--- src/rtl/cbus_arbiter.sv ---
// CBus arbiter: grants one upstream master at a time and holds the grant until the downstream reports last.
// Round-robin by default; define CBUS_ARB_FIXED_PRIO_EN for fixed priority (lowest index wins).

package cbus_pkg;

  localparam logic [1:0] CBUS_BURST_FIXED = 2'd0;
  localparam logic [1:0] CBUS_BURST_INCR  = 2'd1;

  typedef struct packed {
    logic        valid;
    logic        is_write;
    logic [2:0]  size;
    logic [31:0] addr;
    logic [7:0]  strobe;
    logic [63:0] data;
    logic [7:0]  len;
    logic [1:0]  burst;
  } cbus_req_t;

  typedef struct packed {
    logic        ready;
    logic        last;
    logic [63:0] data;
  } cbus_resp_t;

endpackage

module cbus_arbiter
  import cbus_pkg::*;
#(
  parameter int NUM_MASTERS = 2
) (
  input  logic                         clk,
  input  logic                         reset,
  input  cbus_req_t  [NUM_MASTERS-1:0] ireqs,
  output cbus_resp_t [NUM_MASTERS-1:0] iresps,
  output cbus_req_t                    oreq,
  input  cbus_resp_t                   oresp
);

  localparam int IDX_W = (NUM_MASTERS > 1) ? $clog2(NUM_MASTERS) : 1;

  typedef enum logic {
    IDLE = 1'b0,
    BUSY = 1'b1
  } state_t;

  state_t           state_r;
  state_t           state_nxt_s;
  logic [IDX_W-1:0] owner_r;
  logic [IDX_W-1:0] owner_nxt_s;
  logic [IDX_W-1:0] rr_ptr_r;
  logic [IDX_W-1:0] rr_ptr_nxt_s;
  logic [IDX_W-1:0] winner_s;
  logic             any_valid_s;
  logic [IDX_W:0]   sum_s;
  logic [IDX_W:0]   cand_s;
  logic             hit_s;
  logic             done_s;

  // Explicit modulo wrap so non-power-of-2 master counts return to 0.
  function automatic logic [IDX_W-1:0] wrap_inc(input logic [IDX_W-1:0] v);
    return (v == IDX_W'(NUM_MASTERS - 1)) ? '0 : v + IDX_W'(1);
  endfunction

  // Winner search: first valid master scanning upward from rr_ptr (rr_ptr is 0 under fixed priority).
  always_comb begin
    winner_s    = '0;
    any_valid_s = 1'b0;
    sum_s       = '0;
    cand_s      = '0;
    hit_s       = 1'b0;
    for (int k = 0; k < NUM_MASTERS; k++) begin
      sum_s       = {1'b0, rr_ptr_r} + (IDX_W+1)'(k);
      cand_s      = (sum_s >= (IDX_W+1)'(NUM_MASTERS)) ? (sum_s - (IDX_W+1)'(NUM_MASTERS)) : sum_s;
      hit_s       = !any_valid_s && ireqs[cand_s[IDX_W-1:0]].valid;
      winner_s    = hit_s ? cand_s[IDX_W-1:0] : winner_s;
      any_valid_s = any_valid_s | ireqs[cand_s[IDX_W-1:0]].valid;
    end
  end

  assign done_s = oresp.ready && oresp.last;

  // Next-state logic for the grant FSM and the fairness pointer.
  always_comb begin
    state_nxt_s  = state_r;
    owner_nxt_s  = owner_r;
    rr_ptr_nxt_s = rr_ptr_r;
    case (state_r)
      IDLE: begin
        if (any_valid_s) begin
          state_nxt_s = BUSY;
          owner_nxt_s = winner_s;
        end else begin
          state_nxt_s = IDLE;
        end
      end
      BUSY: begin
        if (done_s) begin
          state_nxt_s = IDLE;
`ifdef CBUS_ARB_FIXED_PRIO_EN
          rr_ptr_nxt_s = '0;
`else
          rr_ptr_nxt_s = wrap_inc(owner_r);
`endif
        end else begin
          state_nxt_s = BUSY;
        end
      end
      default: begin
        state_nxt_s = IDLE;
        owner_nxt_s = '0;
      end
    endcase
  end

  // State registers; async reset clears the grant so outputs drop immediately.
  always_ff @(posedge clk or negedge reset) begin
    if (!reset) begin
      state_r  <= IDLE;
      owner_r  <= '0;
      rr_ptr_r <= '0;
    end else begin
      state_r  <= state_nxt_s;
      owner_r  <= owner_nxt_s;
      rr_ptr_r <= rr_ptr_nxt_s;
    end
  end

  // Output steering: owner sees the downstream directly, everyone else sees zero.
  always_comb begin
    oreq   = '0;
    iresps = '0;
    case (state_r)
      BUSY: begin
        oreq            = ireqs[owner_r];
        iresps[owner_r] = oresp;
      end
      IDLE: begin
        oreq   = '0;
        iresps = '0;
      end
      default: begin
        oreq   = '0;
        iresps = '0;
      end
    endcase
  end

endmodule

--- config.mk ---
export PLATFORM = sky130hd
export DESIGN_NAME = cbus_arbiter
export DESIGN_NICKNAME = d
export VERILOG_FILES = /design/src/rtl/cbus_arbiter.sv
export SDC_FILE = /design/constraint.sdc
export NUM_CORES = 1
export LEC_CHECK = 0
export ABC_AREA = 1
export CAP_MARGIN = 5
export CORE_AREA = 2 2 219 221
export DETAILED_ROUTE_END_ITERATION = 8
export DIE_AREA = 0 0 221 223
export MAX_ROUTING_LAYER = met4
export SLEW_MARGIN = 15
export SYNTH_ARGS = -nofsm -noshare
export SYNTH_HDL_FRONTEND = slang
export SYNTH_SLANG_ARGS = --single-unit
--- constraint.sdc ---
create_clock -name clk -period 3.8 [get_ports clk]
set_input_delay 1.14 -clock clk [delete_from_list [all_inputs] [get_ports clk]]
set_output_delay 1.14 -clock clk [all_outputs]
set_load 0.005 [all_outputs]
# [Word-level counts from Yosys, hierarchy flattened]
# Index checks and enable logic that the tools add are counted.
[word_totals] reg_bits=3 input_bits=306 out_inout_bits=251
[classes] n_addsub=4 n_lt_le_gt_ge=6 muxes=18 bitwise=3 reduce_logical=6
[ops] operator="2-to-1 mux 119 bit" n=6
[ops] operator="one-hot mux 132 bit (2 select lines)" n=1
[ops] operator="one-hot mux 119 bit (2 select lines)" n=1
[ops] operator="bitwise AND 132 bit" n=1
[ops] operator="demux 66 bit (select 1 bit)" n=1
[ops] operator="2-to-1 mux 66 bit" n=1
[ops] operator="2-to-1 mux 1 bit" n=7
[ops] operator="less-than comparator 1 x 2 -> 1 bit (second input constant)" n=3
[ops] operator="AND reduction 2 bit" n=2
[ops] operator="logical AND 1 bit" n=3
[ops] operator="adder 1 x 1 -> 2 bit (second input constant)" n=1
[ops] operator="greater-or-equal comparator 1 x 2 -> 1 bit (second input constant)" n=1
[ops] operator="greater-or-equal comparator 2 bit (second input constant)" n=1
[ops] operator="one-hot mux 1 bit (2 select lines)" n=1
[ops] operator="subtractor 1 bit (second input constant)" n=2
[ops] operator="adder 1 bit (second input constant)" n=1
[ops] operator="greater-or-equal comparator 1 bit (second input constant)" n=1
[ops] operator="zero test 1 bit" n=1
[ops] operator="inverter 1 bit" n=1
[ops] operator="bitwise OR 1 bit" n=1

# [Depth between registers and ports, before layout]
[depth] ltp_word=8 ltp_mapped=7 depth_no_buf=4

# [Worst setup path before layout]
# OpenSTA, ideal clock, no wires.
[synth_path] path_type="input to output" from="in ireqs[109] in the netlist's numbering" to="out oreq[109] in the netlist's numbering" t_arrival_ps=1287 required_time_ps=2660 path_slack_ps=1373 stages=2 path_buffers=0 path_cell_list="nand3_1 > nand2_1"
[synth_lines] item="start: declaration" line_no="35" source="input cbus_req_t [NUM_MASTERS-1:0] ireqs,"
[synth_lines] item="end: declaration" line_no="37" source="output cbus_req_t oreq,"

==> out/qor.csv <==
metric;value;unit
status;finished clean;
synth_compound_area_share;0;%
p_total;4.594;mW
hpwl;21.05;mm
dieArea;49280;um2
clk_path_buf_depth;2;
yosys-top-cells-area;nand2_1, nand3_1, nor2_1;
drv_cap;0;
path_cells;clkdlybuf4s50_1, nand3_1, nand2_1, clkdlybuf4s50_1;
synthSimpleGateAreaFrac;77.09;%
maxSlewViolCount;0;
met1_usage;10.37;%
viasPerCell;3.379;
rows;80;
core_area;47150;um2
firstDrtPassIters;6;
grtUsageTotal;9.518;%
synth_fp_nets;937;
postCtsHoldBufs;0;
die_h;223;um
synth_ff_type;dfrtp_1;
cts_buffers;3;
setup_viol;0;
htreeDepth;1;
cp_slowest_cell;clkdlybuf4s50_1;
avgSynthCellArea;4.216;um2
synth_edf_count;0;
use_met3;1.501;%
multiInputGateArea;2053;um2
fin_hold_ws;0.4905;ns
clock_skew;0.002046;ns
grt_pass1_wl;35.18;mm
critPathCaptureType;primary output;
yosys-top-cells-count;nand2_1, nor2_1, nand3_1;
io_buffers;556;
ys_seq_area_share;2.822;%
cp-start-kind;input pin;
ios;557;
dieWidth;221;um
cp.arrival;2.44;ns
antenna_left;0;
clock_latency;0.22;ns
synth_fa_ha_area_share;0;%
rsz0062_at_grt;no;
fin_crit_sh;94.29;%
max_stage_delay;0.59;ns
hp-class;flop to flop;
clock-root-buffer;clkbuf_16;
diodes;0;
critPathKind;input pin to primary output;
maxSlewHeadroom;52.39;%
fmax;279.1;MHz
grt_most_used_layer;met2;
cts_resized;0;
final_util;19.08;%
regArea;78.83;um2
syn_inst;631;
hold_viol;0;
netlist.area_leader.share;34.85;%
synth-xor-area-share;0;%
nFillCells;5365;
design_area;8994;um2
synth_most_common_cell;nand2_1;
drt_iter0_markers;206;
clock-sinks;3;
clk_pin_slew_worst_paths;0.03;ns
vias;5957;
power_density;510.8;nW/um2
vdd_drop_max;0.3603;mV
drive_above_1_share;2.613;%
grtUsageMet2;17.99;%
fin_tns_setup;0;ns
place_congestion;0.8329;
routed_wl;24.73;mm
antenna_found_initial;0;
cpMostUsedCell;clkdlybuf4s50_1;
synth_area_leader_cell;nand2_1;
place_area;8915;um2
worstPathRequired;2.66;ns
synth.distinct_cells;11;
leakage;3.962;nW
synthArstFlopShare;100.0;%
synth_top_family_by_area;simple AND/OR/NAND/NOR gates;
postCtsSetupBuffers;0;
syn_area;2660;um2
syn_to_final_growth;238.1;%
yosys-mux-area-fraction;0;%
grt_max_degree;92;
drc_errors;0;
wl_per_cell;14.02;um
start_util;5.642;%
grt_pass1_vias;5870;
yosysWarningCount;0;
ys_ff_latch;3;
path_max_fanout;1;
fin_crit;3.583;ns
grt.overflow.total;0;
tightest_slew;0.7141;ns
fin_nets;1455;
cts_tree;built;
==> where the power goes <==
group | internal [mW] | switching, mW | leakage (nW)
registers | 0.0514 | 0.0278 | 0.0349
clock network | 0.138 | 0.0290 | 0.0382
logic | 2.32 | 2.03 | 3.89
total | 2.51 | 2.09 | 3.96
==> cell type report <==
class                      instances  share of cell area (%)
inverter                          70                   2.977
multi-input combinational        504                   22.83
tap                              615                   8.556
sequential                         3                  0.8765
clock buffer                       4                  0.8765
timing repair buffer             567                   63.88
==> layer usage <==
metal | up-vias | routed length (um) | part of all wire [%]
met5 | - | 0 | 0
met4 | 0 | 467 | 1.9
met3 | 16 | 1673 | 6.8
met2 | 362 | 13060 | 53
met1 | 2650 | 9528 | 39
li1 | 2929 | - | -
==> registers in the layout, summed over array words and instances (netlist names) <==
register	cells
state_r	1
rr_ptr_r	1
owner_r	1
==> cell families (layout without fill, tap and decap cells) <==
group / after synthesis / count (layout)
AND/OR/NAND/NOR: 504 / 504
buffers and inverters: 124 / 641
flip-flops: 3 / 3
==> critical path: cells and delay by family <==
| kind | cells | cell delay, ns |
|---|---|---|
| buf+inv | 2 | 1.04 |
| simple gates | 2 | 0.26 |
==> per-stage QoR <==
step                      worst slack [ns]  cells
after global placement              0.1910   1759
final                               0.2168   1763
after detailed placement            0.2163   1759
after CTS                           0.2139   1763
after floorplan                      1.373    631
after global routing                0.1743   1763
==> worst paths after layout <==
path                                        end  depth (start not counted)  slack (ns)                 start
max reg2reg                   state_r$_DFF_PN0_                          4        2.55     state_r$_DFF_PN0_
max in group asynchronous     state_r$_DFF_PN0_                          1        2.54                 reset
max                                    oreq[77]                          4        0.22             ireqs[77]
min reg2reg                rr_ptr_r$_DFFE_PN0P_                          2        0.49  rr_ptr_r$_DFFE_PN0P_
min in group asynchronous     state_r$_DFF_PN0_                          1        1.10                 reset
min                        rr_ptr_r$_DFFE_PN0P_                          2        0.49  rr_ptr_r$_DFFE_PN0P_
==> cell usage in the layout (no fill, tap or decap), drive strengths merged <==
cell type,Yosys,layout
nand3,123,123
nor2,132,132
dfrtp,3,3
nand2,248,248
inv,70,70
nand4,1,1
clkbuf,11,4
buf,43,22
clkdlybuf4s50,0,545
Power figures use the tool's default switching activity.
